==> src/rtl/seg4_scan_sched_pkg.sv <==
// Shared types, constants and helpers for the 4-digit 7-segment scan scheduler.
package seg4_pkg;
  localparam int N_DIGITS = 4;
  localparam int CNT_W = 20;
  localparam logic [3:0] AN_OFF = 4'b1111;

  typedef enum logic [1:0] {
    IDLE  = 2'd0,
    BLANK = 2'd1,
    SHOW  = 2'd2
  } state_e;

  typedef logic [N_DIGITS-1:0][3:0] bank_t;

  function automatic logic [3:0] an_onehot(input logic [1:0] idx);
    logic [3:0] sel;
    sel = 4'b0001 << idx;
    return ~sel;
  endfunction

  // A digit is hidden when it and every more significant digit are zero.
  function automatic logic lz_hidden(input bank_t bank, input logic [1:0] idx);
    logic hide;
    case (idx)
      2'd3: hide = (bank[3] == 4'd0);
      2'd2: hide = (bank[3] == 4'd0) && (bank[2] == 4'd0);
      2'd1: hide = (bank[3] == 4'd0) && (bank[2] == 4'd0) && (bank[1] == 4'd0);
      default: hide = 1'b0;
    endcase
    return hide;
  endfunction
endpackage

==> src/rtl/seg4_scan_sched_if.sv <==
// Host write channel into the digit shadow bank.
interface seg4_scan_sched_if;
  logic       wr_valid;
  logic       wr_ready;
  logic [1:0] wr_addr;
  logic [3:0] wr_data;

  modport master (
    output wr_valid,
    output wr_addr,
    output wr_data,
    input  wr_ready
  );

  modport slave (
    input  wr_valid,
    input  wr_addr,
    input  wr_data,
    output wr_ready
  );
endinterface

==> src/rtl/seg4_scan_sched_slot_timer.sv <==
// Per-slot cycle counter: flags end of dead time, end of slot, and end of slot one cycle ahead.
module seg4_slot_timer
  import seg4_pkg::*;
#(
  parameter int SCAN_DIV = 25000,
  parameter int DEAD_CYC = 16
) (
  input  logic clk,
  input  logic rst,
  input  logic clr_i,
  output logic dead_done_o,
  output logic slot_end_o,
  output logic slot_end_nxt_o
);
  localparam logic [CNT_W-1:0] DEAD_LAST = CNT_W'(DEAD_CYC - 1);
  localparam logic [CNT_W-1:0] SLOT_LAST = CNT_W'(SCAN_DIV - 1);
  localparam logic [CNT_W-1:0] CNT_ONE   = CNT_W'(1);

  logic [CNT_W-1:0] cnt_q;
  logic [CNT_W-1:0] cnt_d;

  // Next count: clear or advance.
  always_comb begin
    cnt_d = cnt_q;
    if (clr_i) begin
      cnt_d = {CNT_W{1'b0}};
    end else begin
      cnt_d = cnt_q + CNT_ONE;
    end
  end

  // Count register.
  always_ff @(posedge clk) begin
    if (!rst) begin
      cnt_q <= {CNT_W{1'b0}};
    end else begin
      cnt_q <= cnt_d;
    end
  end

  assign dead_done_o    = (cnt_q == DEAD_LAST);
  assign slot_end_o     = (cnt_q == SLOT_LAST);
  assign slot_end_nxt_o = (cnt_d == SLOT_LAST);
endmodule

==> src/rtl/seg4_scan_sched.sv <==
// Scan scheduler: double-banked digit store, blank/show slot FSM, leading-zero suppression.
module seg4_scan_sched
  import seg4_pkg::*;
#(
  parameter int SCAN_DIV = 25000,
  parameter int DEAD_CYC = 16
) (
  input  logic                clk,
  input  logic                rst,
  input  logic                en,
  input  logic                lz_sup,
  seg4_scan_sched_if.slave    wr,
  output logic [3:0]          num,
  output logic [3:0]          an,
  output logic                frame_tick
);
  state_e     state_q, state_d;
  logic [1:0] idx_q, idx_d;
  bank_t      shadow_q, shadow_d;
  bank_t      active_q, active_d;
  logic [3:0] num_q, num_d;
  logic [3:0] an_q, an_d;
  logic       tick_q, tick_d;
  logic       ready_q, ready_d;

  logic       cnt_clr_s;
  logic       dead_done_s;
  logic       slot_end_s;
  logic       slot_end_nxt_s;
  logic       wr_fire_s;

  assign cnt_clr_s = (state_q == IDLE) || !en || slot_end_s;
  assign wr_fire_s = wr.wr_valid && ready_q;

  seg4_slot_timer #(
    .SCAN_DIV (SCAN_DIV),
    .DEAD_CYC (DEAD_CYC)
  ) u_timer (
    .clk            (clk),
    .rst            (rst),
    .clr_i          (cnt_clr_s),
    .dead_done_o    (dead_done_s),
    .slot_end_o     (slot_end_s),
    .slot_end_nxt_o (slot_end_nxt_s)
  );

  // Slot sequencing.
  always_comb begin
    state_d = state_q;
    idx_d   = idx_q;
    case (state_q)
      IDLE: begin
        idx_d = 2'd0;
        if (en) state_d = BLANK;
        else    state_d = IDLE;
      end
      BLANK: begin
        if (!en) begin
          state_d = IDLE;
          idx_d   = 2'd0;
        end else if (dead_done_s) begin
          state_d = SHOW;
        end else begin
          state_d = BLANK;
        end
      end
      SHOW: begin
        if (!en) begin
          state_d = IDLE;
          idx_d   = 2'd0;
        end else if (slot_end_s) begin
          state_d = BLANK;
          idx_d   = idx_q + 2'd1;
        end else begin
          state_d = SHOW;
        end
      end
      default: begin
        state_d = IDLE;
        idx_d   = 2'd0;
      end
    endcase
  end

  // Banks and registered outputs are all derived from the next state, so they line up with it.
  always_comb begin
    shadow_d = shadow_q;
    if (wr_fire_s) shadow_d[wr.wr_addr] = wr.wr_data;
    else           shadow_d = shadow_q;

    if ((state_q == IDLE) || tick_q) active_d = shadow_q;
    else                             active_d = active_q;

    tick_d  = (state_d == SHOW) && (idx_d == 2'd3) && slot_end_nxt_s;
    ready_d = !tick_d;
    num_d   = active_d[idx_d];

    if ((state_d == SHOW) && !(lz_sup && lz_hidden(active_d, idx_d))) an_d = an_onehot(idx_d);
    else                                                              an_d = AN_OFF;
  end

  // State, bank and output registers.
  always_ff @(posedge clk) begin
    if (!rst) begin
      state_q  <= IDLE;
      idx_q    <= 2'd0;
      shadow_q <= '0;
      active_q <= '0;
      num_q    <= 4'd0;
      an_q     <= AN_OFF;
      tick_q   <= 1'b0;
      ready_q  <= 1'b0;
    end else begin
      state_q  <= state_d;
      idx_q    <= idx_d;
      shadow_q <= shadow_d;
      active_q <= active_d;
      num_q    <= num_d;
      an_q     <= an_d;
      tick_q   <= tick_d;
      ready_q  <= ready_d;
    end
  end

  assign num         = num_q;
  assign an          = an_q;
  assign frame_tick  = tick_q;
  assign wr.wr_ready = ready_q;
endmodule

==> src/flat_wrapper.sv <==
// flat-port wrapper written by rule: the top's interface ports become plain ports
module seg4_scan_sched_flat import seg4_pkg::*;
#(
  parameter int SCAN_DIV = 25000,
  parameter int DEAD_CYC = 16
)
  (clk, rst, en, lz_sup, num, an, frame_tick, wr_wr_valid, wr_wr_addr, wr_wr_data, wr_wr_ready);
  seg4_scan_sched_if wr_i ();
  input  logic clk;
  input  logic rst;
  input  logic en;
  input  logic lz_sup;
  output logic [3:0] num;
  output logic [3:0] an;
  output logic frame_tick;
  input wire logic [$bits(wr_i.wr_valid)-1:0] wr_wr_valid;
  input wire logic [$bits(wr_i.wr_addr)-1:0] wr_wr_addr;
  input wire logic [$bits(wr_i.wr_data)-1:0] wr_wr_data;
  output wire logic [$bits(wr_i.wr_ready)-1:0] wr_wr_ready;
  assign wr_i.wr_valid = wr_wr_valid;
  assign wr_i.wr_addr = wr_wr_addr;
  assign wr_i.wr_data = wr_wr_data;
  assign wr_wr_ready = wr_i.wr_ready;
  seg4_scan_sched #(.SCAN_DIV(SCAN_DIV), .DEAD_CYC(DEAD_CYC)) u_core (.clk(clk), .rst(rst), .en(en), .lz_sup(lz_sup), .wr(wr_i), .num(num), .an(an), .frame_tick(frame_tick));
endmodule
==> config.mk <==
export PLATFORM = sky130hd
export DESIGN_NAME = seg4_scan_sched_flat
export DESIGN_NICKNAME = d
export VERILOG_FILES = /design/src/rtl/seg4_scan_sched_pkg.sv /design/src/rtl/seg4_scan_sched_if.sv /design/src/rtl/seg4_scan_sched_slot_timer.sv /design/src/rtl/seg4_scan_sched.sv /design/src/flat_wrapper.sv
export SDC_FILE = /design/constraint.sdc
export NUM_CORES = 1
export LEC_CHECK = 0
export CAP_MARGIN = 40
export CORE_AREA = 2 2 104 106
export DETAILED_ROUTE_END_ITERATION = 12
export DIE_AREA = 0 0 106 108
export PLACE_DENSITY = 0.51
export SLEW_MARGIN = 15
export SYNTH_ARGS = -nofsm -noshare
export SYNTH_HDL_FRONTEND = slang
export SYNTH_SLANG_ARGS = --single-unit
export TNS_END_PERCENT = 100
==> constraint.sdc <==
create_clock -name clk -period 2.83 [get_ports clk]
set_clock_uncertainty 0.05 [all_clocks]
set_input_delay 0.566 -clock clk [delete_from_list [all_inputs] [get_ports clk]]
set_output_delay 0.566 -clock clk [all_outputs]
set_load 0.05 [all_outputs]
Word level (Yosys, flattened, before mapping)
Cells that the tools add are included.
{"block": "classes", "add_sub_neg": 2, "mul": 0, "div_mod_pow": 0, "n_lt_le_gt_ge": 3, "n_eq_ne": 9, "shifts": 1, "muxes": 18, "n_bitwise": 1, "n_reduce_logical": 19}
{"operator": "$eq 20x15->1 const B", "count": 2}
{"operator": "$add 20x1->20 const B", "count": 1}
{"operator": "$eq 20x4->1 const B", "count": 1}
{"operator": "$mux 20", "count": 1}
{"operator": "$bwmux 16", "count": 1}
{"operator": "$mux 16", "count": 1}
{"operator": "$mux 2", "count": 7}
{"operator": "$logic_not 4->1", "count": 3}
{"operator": "$bmux 4 s2", "count": 1}
{"operator": "$demux 4 s2", "count": 1}
{"operator": "$eq 2x2->1 const B", "count": 4}
{"operator": "$logic_and 1x1->1", "count": 8}
{"operator": "$mux 4", "count": 2}
{"operator": "$lt 2x3->1 const B", "count": 2}
{"operator": "$pmux 2 s3", "count": 1}
{"operator": "$eq 2x1->1 const B", "count": 2}
{"operator": "$not 4->4", "count": 1}
{"operator": "$pmux 2 s2", "count": 1}
{"operator": "$shl 1x2->4 const A", "count": 1}
{"operator": "$logic_not 1->1", "count": 3}
{"operator": "$logic_or 1x1->1", "count": 3}
{"operator": "$pmux 1 s3", "count": 1}
{"operator": "$add 2x1->2 const B", "count": 1}
{"operator": "$ge 2x1->1 const B", "count": 1}
{"operator": "3 further kinds", "count": 3}
{"block": "totals", "ff_bits": 66, "latch_bits": 0, "mem_bits_rw": 0, "rom_bits": 0, "input_bits": 11, "word_cells": 68, "mem_count": 0}

Logic depth before layout (Yosys ltp)
{"block": "logic_depth", "ltp_word": 11, "ltp_mapped": 10, "ltp_nobuf": 8}

Cells and area by module
A second synthesis with hierarchy kept.
{"block": "unflattened", "cells_unflattened": 334, "area_unflattened_um2": 3239.4}
{"module": "seg4_scan_sched", "instances": 1, "cells_each": 205, "area_each_um2": 2114.5, "seq_area_each_um2": 920.9}
{"module": "seg4_slot_timer", "instances": 1, "cells_each": 129, "area_each_um2": 1124.8, "seq_area_each_um2": 400.4}

Worst setup path before layout
OpenSTA, ideal clock, no wires.
{"block": "synth_timing", "kind": "reg2reg", "startpoint": "reg u_core.u_timer.cnt_q[0]", "endpoint": "reg u_core.ready_q (netlist: u_core.wr.wr_ready)", "t_arrival_ns": 2.095, "setup_slack_ns": 0.560, "stages_incl_launch_ff": 8, "path_buffers": 0, "period_less_slack_ns": 2.270, "cell_sequence": "dfxtp_1 ha_1 nand4_1 or3_4 or3b_1 a21oi_1 nand4_1 o41a_1"}
{"block": "synth_via", "elab_chain_len": 8, "elab_cells_between_ends": 19, "cone_classes": "add/sub: 1; eq/ne: 5; mux: 9; reduce/logical: 4"}
{"element": "from (decl)", "line": "seg4_scan_sched_slot_timer.sv:19", "source": "logic [CNT_W-1:0] cnt_q;"}
{"element": "from (signal assigned)", "line": "seg4_scan_sched_slot_timer.sv:35", "source": "cnt_q <= {CNT_W{1'b0}};"}
{"element": "from (signal assigned)", "line": "seg4_scan_sched_slot_timer.sv:37", "source": "cnt_q <= cnt_d;"}
{"element": "branches (longest 6 deep; another with $add 20x1->20)"}
{"element": "$logic_and 1x1->1 (*)", "line": "seg4_scan_sched.sv:94", "source": "tick_d = (state_d == SHOW) && (idx_d == 2'd3) && slot_end_nxt_s;"}
{"element": "$logic_not 1->1 (*)", "line": "seg4_scan_sched.sv:95", "source": "ready_d = !tick_d;"}
{"element": "to (signal assigned)", "line": "seg4_scan_sched.sv:121", "source": "ready_q <= ready_d;"}
{"element": "to (decl)", "line": "seg4_scan_sched.sv:24", "source": "logic ready_q, ready_d;"}
Every way passes the cells marked *.
A chain may end at the register's enable or synchronous reset.

Worst setup path after layout
{"block": "layout_timing", "startpoint": "reg u_core.u_timer.cnt_q[11]", "endpoint": "reg u_core.num_q[2] (netlist: u_core.num[2])"}
{"block": "layout_via", "elab_chain_len": 6}
{"element": "$eq 20x15->1", "line": "seg4_scan_sched_slot_timer.sv:42", "source": "assign slot_end_o = (cnt_q == SLOT_LAST);"}
{"element": "$mux 2", "line": "seg4_scan_sched.sv:71", "source": "end else if (slot_end_s) begin"}
{"element": "$mux 2", "line": "seg4_scan_sched.sv:68", "source": "if (!en) begin"}
{"element": "$pmux 2 s2", "line": "seg4_scan_sched.sv:51", "source": "case (state_q)"}
{"element": "$bmux 4 s2", "line": "seg4_scan_sched.sv:96", "source": "num_d = active_d[idx_d];"}
{"element": "$mux 4 (not written as such)", "line": "seg4_scan_sched.sv:96"}
{"element": "to (signal assigned)", "line": "seg4_scan_sched.sv:118", "source": "num_q <= num_d;"}
{"element": "to (decl)", "line": "seg4_scan_sched.sv:21", "source": "logic [3:0] num_q, num_d;"}
Every way passes these cells. The select of a mux whose other input is x is not followed.

==> impl_metrics.tcl <==
set metrics [dict create \
    internal_power_w 0.00140 \
    slew_violations 0 \
    layout.nets 401 \
    tightest_slew_ns 0.610 \
    critPathMaxFanout 8 \
    grt_pass1_wl_mm 12.4 \
    io_pins 21 \
    cp.arrival_ns 2.75 \
    critPathKind "flop to flop" \
    die_h_um 108 \
    grt_max_degree 34 \
    cts_tree "yes" \
    antenna_found_initial 0 \
    utilization 0.371 \
    finalSetupTns_ns 0 \
    fillers 1062 \
    dp_hpwl_mm 5.55 \
    rsz0062_at_grt "no" \
    ys_ff_latch 66 \
    pwr-share-clk 0.437 \
    hold_violations 0 \
    r2r_cells 6 \
    setup_viol_count_final 0 \
    reg2reg_slack_ns 0.32 \
    path_clk_slew_ns 0.08 \
    min_to "u_core.active_q[3]$_SDFF_PN0_" \
    r2r-start "u_core.u_timer.cnt_q[11]$_SDFF_PN0_" \
    yosysSeqAreaShare 0.411 \
    holdPathStages 2 \
    io_buffers 20 \
    worst_slack_ns 0.316 \
    synth_cells 363 \
    most-common-layout-cells "66 x dfxtp_1, 58 x nor2_1, 32 x nand2_1" \
    clk_latency_ns 0.35 \
    vias 2640 \
    clock-root-buffer "clkbuf_8" \
    maxCapViolCount 0 \
    end_kind "flop" \
    yosys.area.top_type "dfxtp_1" \
    cts_resized 0 \
    critPathMaxStageDelay_ns 0.43 \
    setup.worst_path.start_class "flop" \
    power_switching_w 0.000473 \
    leakagePower_nw 1.40 \
    numCtsBuffers 9 \
    synth_edf_count 0 \
    async_flop_share 0 \
    ys_top_cells_by_area "dfxtp_1 41%, mux2i_1 9.0%, nor2_1 6.9%" \
    relSlewSlack 0.593 \
    min_from "u_core.active_q[3]$_SDFF_PN0_" \
    ant_nets 0 \
    synthToLayoutAreaGrowth_pct 18.0 \
    pre_cts_ws_ns 0.174 \
    syn-num-nets 379 \
    die-area_um2 11400 \
    power_density_nw_per_um2 493 \
    p_seq_frac 0.507 \
    synth_top_area_frac 0.411 \
    slowest_stage "and4_1" \
    drc 0 \
    final_common_cell "dfxtp_1" \
    status "complete, no violations" \
    grt_use_total 0.137 \
    syn_area_um2 3210 \
    cts_max_level 3 \
    cts_buffer_depth 2 \
    r2r_end "u_core.num[2]$_SDFF_PN0_" \
    power_w 0.00187 \
    hold_path_class "flop to flop" \
    synth_cell_type_count 55 \
    period_share 0.888 \
    dr.pass1.iters 4 \
    cts_setup_buffers 0 \
    die_w_um 106 \
    drtIter0Drc 186 \
    power.share.combinational 0.056 \
    clkSinkCount 66 \
    switching_share 0.253 \
    antennaDiodeCount 0 \
    syn-mean-instance-area_um2 8.85 \
    cts_hold_buffers 0 \
    fin_crit_ns 2.51 \
    worstPathRequired_ns 3.07 \
    grt.overflow.total 0 \
    rows 37 \
    crit_chain "nor4_1 -> and4_1 -> mux2_2 -> nor2_2 -> mux2i_1 -> a22o_1" \
    vias_per_cell 5.02 \
    initial_core_util 0.314 \
    ir_drop_uv 217 \
    ys.flop_type "dfxtp_1" \
    grt_pass1_vias 2490 \
    routed_wirelength_mm 7.51 \
    max_freq_ghz 0.398 \
    wl_per_cell_um 14.3 \
    core-area_um2 10200 \
    drive_above_1_share 0.110 \
    yosys_warnings 0 \
    whs_ns 0.413 \
    gp_congestion 0.765 \
]
==> worst max path at each step <==
stage / cells after the start / end / from
after floorplan: 7 / u_core.wr.wr_ready$_SDFF_PN0_ / u_core.u_timer.cnt_q[0]$_SDFF_PN0_
after global routing: 6 / u_core.num[0]$_SDFF_PN0_ / u_core.u_timer.cnt_q[11]$_SDFF_PN0_
after detailed placement: 7 / u_core.an[2]$_SDFF_PN1_ / en
after global placement: 7 / u_core.an[2]$_SDFF_PN1_ / en
after CTS: 6 / u_core.num[0]$_SDFF_PN0_ / u_core.u_timer.cnt_q[11]$_SDFF_PN0_
final: 6 / u_core.num[2]$_SDFF_PN0_ / u_core.u_timer.cnt_q[11]$_SDFF_PN0_
==> metrics by stage <==
step	cell area [um^2]	instances
4_1_cts	3790	526
6_report	3790	526
2_1_floorplan	3210	363
3_5_place_dp	3590	510
5_1_grt	3790	526
3_3_place_gp	3590	510
==> power by group through the flow <==
stage                     Combinational, W  Clock [W]  Sequential [W]
after floorplan                  0.0000593          0        0.000971
after global placement            0.000104          0        0.000970
after detailed placement          0.000104          0        0.000970
after CTS                         0.000105   0.000841        0.000948
after global routing              0.000114   0.000883        0.000950
final                             0.000104   0.000816        0.000948
==> logic make-up after synthesis <==
| logic type | Yosys count | synth area share |
|---|---|---|
| buffers and inverters | 32 | 0.0409 |
| flip-flops | 66 | 0.411 |
| AO/OA/AOI/OAI | 40 | 0.0892 |
| multiplexers | 34 | 0.122 |
| XOR/XNOR | 20 | 0.0545 |
| AND/OR/NAND/NOR | 166 | 0.263 |
| adder cells (fa/ha/maj) | 5 | 0.0195 |
==> cells in the mapped netlist, types with 5 or more instances <==
cell and n:
xnor2_1 12, ha_1 5, o21ai_0 5, mux2i_1 29
nor3_1 6, buf_2 9, inv_1 7, nor2_1 59
and3_1 7, xor2_1 8, nand3_1 14, a21oi_1 12
clkbuf_1 11, nand2_1 32, dfxtp_1 66, nor4_1 9
nand4_1 13
==> metal layers <==
metal | track usage | share of wire
met1 | 0.193 | 0.52
met2 | 0.206 | 0.44
met3 | 0.0362 | 0.031
met4 | 0.0423 | 0.011
met5 | 0 | 0
==> layout make-up <==
type	count	area, um^2	area share
sequential	66	1320	0.349
timing repair buffer	33	298	0.0785
multi-input combinational	265	1760	0.465
clock buffer	9	124	0.0327
tap	136	170	0.0449
inverter	10	37.5	0.00990
clock inverter	7	78.8	0.0208
==> critical path, delay by kind of cell, from the launching register on <==
| family | cells | cell delay, ns |
|---|---|---|
| AND/OR/NAND/NOR | 3 | 1.20 |
| multiplexers | 2 | 0.68 |
| flip-flops | 1 | 0.40 |
| AO/OA/AOI/OAI | 1 | 0.14 |
==> flip-flops by register name, indices dropped and copies added, names as in the netlist <==
signal,cells
u_core.state_q,2
u_core.frame_tick,1
u_core.u_timer.cnt_q,20
u_core.shadow_q,16
u_core.idx_q,2
u_core.wr.wr_ready,1
u_core.active_q,16
u_core.num,4
u_core.an,4
Note: power is estimated with default switching activity, not from simulation.
